===== src/rtl/alu_arbiter.sv =====
// rtl/alu_arbiter.sv - two-port arbiter in front of the shared EXE ALU, owner of SR {N,Z,C,V}
// One op in flight: IDLE accepts, EXEC samples the combinational ALU, RESP holds the result.
module alu_arbiter #(
  parameter bit         RR_EN  = 1'b1,
  parameter logic [3:0] SR_RST = 4'h0
) (
  input  logic        clk,
  input  logic        rst,
  input  logic [1:0]  req_valid,
  output logic [1:0]  req_ready,
  input  logic [63:0] req_in1,
  input  logic [63:0] req_in2,
  input  logic [7:0]  req_cmd,
  input  logic [1:0]  req_s,
  output logic [1:0]  resp_valid,
  input  logic [1:0]  resp_ready,
  output logic [31:0] resp_result,
  output logic [3:0]  resp_flags,
  output logic [31:0] alu_in1,
  output logic [31:0] alu_in2,
  output logic [3:0]  alu_cmd,
  output logic        alu_c_in,
  input  logic [31:0] alu_result,
  input  logic        alu_n,
  input  logic        alu_z,
  input  logic        alu_c,
  input  logic        alu_v,
  output logic [3:0]  sr
);

  typedef enum logic [1:0] {
    S_IDLE = 2'd0,
    S_EXEC = 2'd1,
    S_RESP = 2'd2
  } state_t;

  state_t      state_q, state_d;
  logic [31:0] in1_q, in1_d;
  logic [31:0] in2_q, in2_d;
  logic [3:0]  cmd_q, cmd_d;
  logic        s_q, s_d;
  logic        id_q, id_d;
  logic        last_served_q, last_served_d;
  logic [3:0]  sr_q, sr_d;
  logic [31:0] res_q, res_d;
  logic [3:0]  flg_q, flg_d;

  logic        grant_any;
  logic        grant_id;
  logic        is_arith;
  logic        is_logic;
  logic [3:0]  alu_flags;

  // Contention goes to the port not served last, or always to port 0 in fixed-priority mode.
  always_comb begin
    grant_any = |req_valid;
    grant_id  = req_valid[1];
    if (req_valid == 2'b11) begin
      grant_id = RR_EN ? ~last_served_q : 1'b0;
    end
  end

  always_comb begin
    is_arith  = (cmd_q >= 4'h2) && (cmd_q <= 4'h5);
    is_logic  = (cmd_q == 4'h1) || ((cmd_q >= 4'h6) && (cmd_q <= 4'h9));
    alu_flags = {alu_n, alu_z, alu_c, alu_v};
  end

  always_comb begin
    state_d       = state_q;
    in1_d         = in1_q;
    in2_d         = in2_q;
    cmd_d         = cmd_q;
    s_d           = s_q;
    id_d          = id_q;
    last_served_d = last_served_q;
    sr_d          = sr_q;
    res_d         = res_q;
    flg_d         = flg_q;
    case (state_q)
      S_IDLE: begin
        if (grant_any) begin
          in1_d   = grant_id ? req_in1[63:32] : req_in1[31:0];
          in2_d   = grant_id ? req_in2[63:32] : req_in2[31:0];
          cmd_d   = grant_id ? req_cmd[7:4]   : req_cmd[3:0];
          s_d     = grant_id ? req_s[1]       : req_s[0];
          id_d    = grant_id;
          state_d = S_EXEC;
        end
      end
      S_EXEC: begin
        res_d = alu_result;
        flg_d = alu_flags;
        // Logic and move ops have no meaningful carry/overflow, so C and V survive them.
        if (s_q) begin
          if (is_arith) begin
            sr_d = alu_flags;
          end else if (is_logic) begin
            sr_d = {alu_n, alu_z, sr_q[1:0]};
          end
        end
        last_served_d = id_q;
        state_d       = S_RESP;
      end
      S_RESP: begin
        if (resp_ready[id_q]) begin
          state_d = S_IDLE;
        end
      end
      default: state_d = S_IDLE;
    endcase
  end

  always_ff @(posedge clk) begin
    if (rst) begin
      state_q       <= S_IDLE;
      in1_q         <= 32'd0;
      in2_q         <= 32'd0;
      cmd_q         <= 4'd0;
      s_q           <= 1'b0;
      id_q          <= 1'b0;
      last_served_q <= 1'b1;
      sr_q          <= SR_RST;
      res_q         <= 32'd0;
      flg_q         <= 4'd0;
    end else begin
      state_q       <= state_d;
      in1_q         <= in1_d;
      in2_q         <= in2_d;
      cmd_q         <= cmd_d;
      s_q           <= s_d;
      id_q          <= id_d;
      last_served_q <= last_served_d;
      sr_q          <= sr_d;
      res_q         <= res_d;
      flg_q         <= flg_d;
    end
  end

  // Handshake and ALU outputs are gated by rst so nothing leaks while reset is held mid-op.
  always_comb begin
    req_ready  = 2'b00;
    resp_valid = 2'b00;
    alu_in1    = 32'd0;
    alu_in2    = 32'd0;
    alu_cmd    = 4'd0;
    if (!rst) begin
      if ((state_q == S_IDLE) && grant_any) begin
        req_ready = grant_id ? 2'b10 : 2'b01;
      end
      if (state_q == S_RESP) begin
        resp_valid = id_q ? 2'b10 : 2'b01;
      end
      if (state_q == S_EXEC) begin
        alu_in1 = in1_q;
        alu_in2 = in2_q;
        alu_cmd = cmd_q;
      end
    end
  end

  assign alu_c_in    = sr_q[1];
  assign sr          = sr_q;
  assign resp_result = res_q;
  assign resp_flags  = flg_q;

endmodule


===== config.mk =====
export PLATFORM = sky130hd
export DESIGN_NAME = alu_arbiter
export DESIGN_NICKNAME = d
export VERILOG_FILES = /design/src/rtl/alu_arbiter.sv
export SDC_FILE = /design/constraint.sdc
export NUM_CORES = 1
export LEC_CHECK = 0
export ABC_AREA = 1
export BUFFER_PORTS_ARGS = -buffer_cell sky130_fd_sc_hd__buf_2
export CORE_AREA = 2 2 113 115
export DETAILED_ROUTE_END_ITERATION = 16
export DIE_AREA = 0 0 115 117
export GPL_TIMING_DRIVEN = 0
export PLACE_DENSITY = 0.8
export SYNTH_ARGS = -nofsm -noshare
export SYNTH_HDL_FRONTEND = slang
export SYNTH_SLANG_ARGS = --single-unit

===== constraint.sdc =====
create_clock -name clk -period 3 [get_ports clk]
set_input_delay 0.15 -clock clk [delete_from_list [all_inputs] [get_ports clk]]
set_output_delay 0.15 -clock clk [all_outputs]
set_load 0.01 [all_outputs]

==> impl_metrics.yaml <==
outcome:
  status: "complete, no violations"
setup_path:
  worstSetupEndpointType: "output port"
  crit_chain: "nor2_4 > o21ai_2 > buf_4 > nor2_2 > nand2_1 > inv_1 > buf_2"
  cp.arrival_ns: 2.16
  worstPathRequired_ns: 2.85
  crit_path_max_fanout: 10
  crit_start: "state_q[0]"
  critPathKind: "reg2out"
  crit_buf_inv: 3
  timing.critical_path.from_type: "flop"
  rr_startpoint: "state_q[0]"
  slowest_delay_ns: 0.34
  r2r-end: "in1_q[2]"
  r2r_cells: 6
  slowest_stage: "dfxtp_1"
  cpLargestDelayFamily: "simple AND/OR/NAND/NOR gates"
  r2r_slack_ns: 1.25
global_routing:
  grt_pass1_wl_microns: 33100
  grt_use_total: 0.321
  grt_overflow: 0
  antenna_found_initial: 0
  grt_max_degree: 17
  grt_pass1_vias: 6868
clock_network:
  cts.sinks: 113
  cts_max_level: 4
  clk-insertion-delay-late_ns: 0.41
  cts_buffers: 17
  root_buffer: "clkbuf_16"
  cts_setup_buffers: 0
  path_clk_slew_ns: 0.05
  cts_tree: "built"
  cts.path.max_buffers: 2
finish:
  diodes: 0
  layout.area.seq_sq_um: 2260
  final_nets: 1448
  area_delta_synth_final_pct: 53.0
  stdcell_count: 1431
  multi_input_area_sq_um: 2850
  drive_above_1_share: 0.288
  fin_util: 0.686
  nFillCells: 1074
timing:
  finalHoldViolCount: 0
  skew_ns: 0.00490
  final.setup.tns_ns: 0
  fmax_ghz: 0.432
  rsz0062_at_grt: "no"
  post-route-min-period_ns: 2.31
  max_slew_margin: 0.478
  finalSetupViolCount: 0
  worstMarginPinSlew_ns: 0.784
  finalMaxSlewViolations: 0
  finalCritPeriodShare: 0.771
worst_hold_path:
  hold_depth: 3
  hold_class: "in2reg"
  min_from: "alu_result[29]"
  hold_end: "resp_result[29]"
synthesis:
  ys.warnings.count: 0
  ys_types: 22
  yosysSeqAreaShare: 0.410
  postSynthCellCount: 897
  syn-num-nets: 1077
  ys.flop_type: "dfxtp_1"
  synth-seq-cells: 113
  syn_avg_cell_area_sq_um: 6.15
  synth_edf_count: 0
  syn_area_sq_um: 5520
  async_flop_share: 0
route:
  wl_per_cell_microns: 15.4
  firstDrtPassIters: 6
  via_per_inst: 5.04
  drt_wl_total_microns: 22100
  drt_iter0_markers: 494
  vias: 7212
  drt.antenna.violating_nets: 0
  drc_errors: 0
die:
  die_area_sq_um: 13500
  dieWidth_microns: 115
  initial_core_util: 0.448
  core_area_sq_um: 12300
  die_h_microns: 117
  pin_count: 293
  rows: 41
placement:
  hpwl_microns: 15300
  dp_cells: 1337
  globalplace.congestion: 0.855
  port_buffers: 290
flow_run:
  maxCapViolCount: 0
power_and_ir_drop:
  peakVddDrop_uv: 373
  p_per_area_nw_per_um2: 592
  leakage_uw: 0.00450
## how the worst max path moves through the flow
stage / endpoint / cells after the start
detailed placement: req_ready[1] / 7
CTS: req_ready[1] / 7
global placement: req_ready[1] / 7
global route: req_ready[1] / 7
finish: req_ready[1] / 7
floorplan: req_ready[1] / 6
## placed cells by master (no fill, tap or decap), types with 3 or more instances in the layout
cell / n
nor2_1: 157
o21ai_0: 37
clkbuf_8: 4
inv_1: 18
clkbuf_16: 17
nand3_1: 91
a21oi_1: 27
buf_2: 320
inv_2: 3
buf_4: 9
dlygate4sd3_1: 62
clkbuf_1: 29
bufinv_16: 5
dfxtp_1: 113
nand2_1: 370
## worst register-to-register path: cells and delay by family, from the launching register on
family          cells  cell delay (ns)
simple gates        4             0.89
flops               1             0.34
compound gates      1             0.14
buf+inv             1             0.33
## report_power, final
group | leakage (uW) | internal [uW] | total, uW | switching, uW
Clock | 0.000323 | 1560 | 2270 | 705
Sequential | 0.000931 | 1660 | 1750 | 86.6
Combinational | 0.00325 | 393 | 986 | 593
Total | 0.00450 | 3610 | 5000 | 1380
## flip-flops by register name (all words and copies together) (netlist names)
name and flops:
id_q 1, state_q 2, last_served_q 1, resp_result 32
s_q 1, in2_q 32, in1_q 32, resp_flags 4
cmd_q 4, sr 4
## kinds of logic (layout without fill, tap and decap cells)
group / count (synthesis) / after routing / synth area share
and+or+nand+nor: 628 / 628 / 0.455
DFF: 113 / 113 / 0.410
buffers and inverters: 89 / 473 / 0.0735
AOI/OAI and AO/OA: 67 / 67 / 0.0619
## through the flow
step                total power (uW)  area [sq um]  hold slack (ns)  worst slack (ns)
global placement                2660          7160            0.338              1.13
global route                    5220          8440           0.0193             0.574
finish                          5000          8440           0.0169             0.687
CTS                             4990          8440         0.000449             0.682
floorplan                       2300          5520            0.253              1.72
detailed placement              2670          7160            0.340              1.13
## cells in the mapped netlist (3+ instances only)
cell type / number / area [sq um]
nand3_1: 91 / 455
inv_2: 3 / 11.3
inv_1: 18 / 67.6
a21oi_1: 27 / 135
clkbuf_1: 27 / 101
nor2_1: 157 / 589
o21ai_0: 37 / 185
buf_2: 30 / 150
nand2_1: 370 / 1390
dfxtp_1: 113 / 2260
buf_4: 9 / 67.6
## layer usage
| metal | wire (microns) | vias to the layer above | GRT usage | part of all wire |
|---|---|---|---|---|
| met3 | 1880 | 60 | 0.0896 | 0.085 |
| met1 | 8680 | 3253 | 0.355 | 0.39 |
| li1 | - | 3542 | - | - |
| met2 | 10800 | 357 | 0.572 | 0.49 |
| met5 | 0 | - | 0 | 0 |
| met4 | 744 | 0 | 0.156 | 0.034 |
## layout make-up
type | instances | area share
clock buffers | 23 | 0.0578
repair buffers | 352 | 0.245
clock inverters | 9 | 0.0209
multi-input cells | 695 | 0.338
inverters | 22 | 0.00978
plain buffers | 67 | 0.0382
flip-flops and latches | 113 | 0.268
well taps | 150 | 0.0222
## what timing repair did
| action | in CTS | in global routing |
|---|---|---|
| hold endpoints to repair | 62 | 0 |
| hold buffers | 62 | 0 |
| gates resized for setup | 0 | 0 |
| setup endpoints to repair | 0 | 0 |
Power figures use the tool's default switching activity.
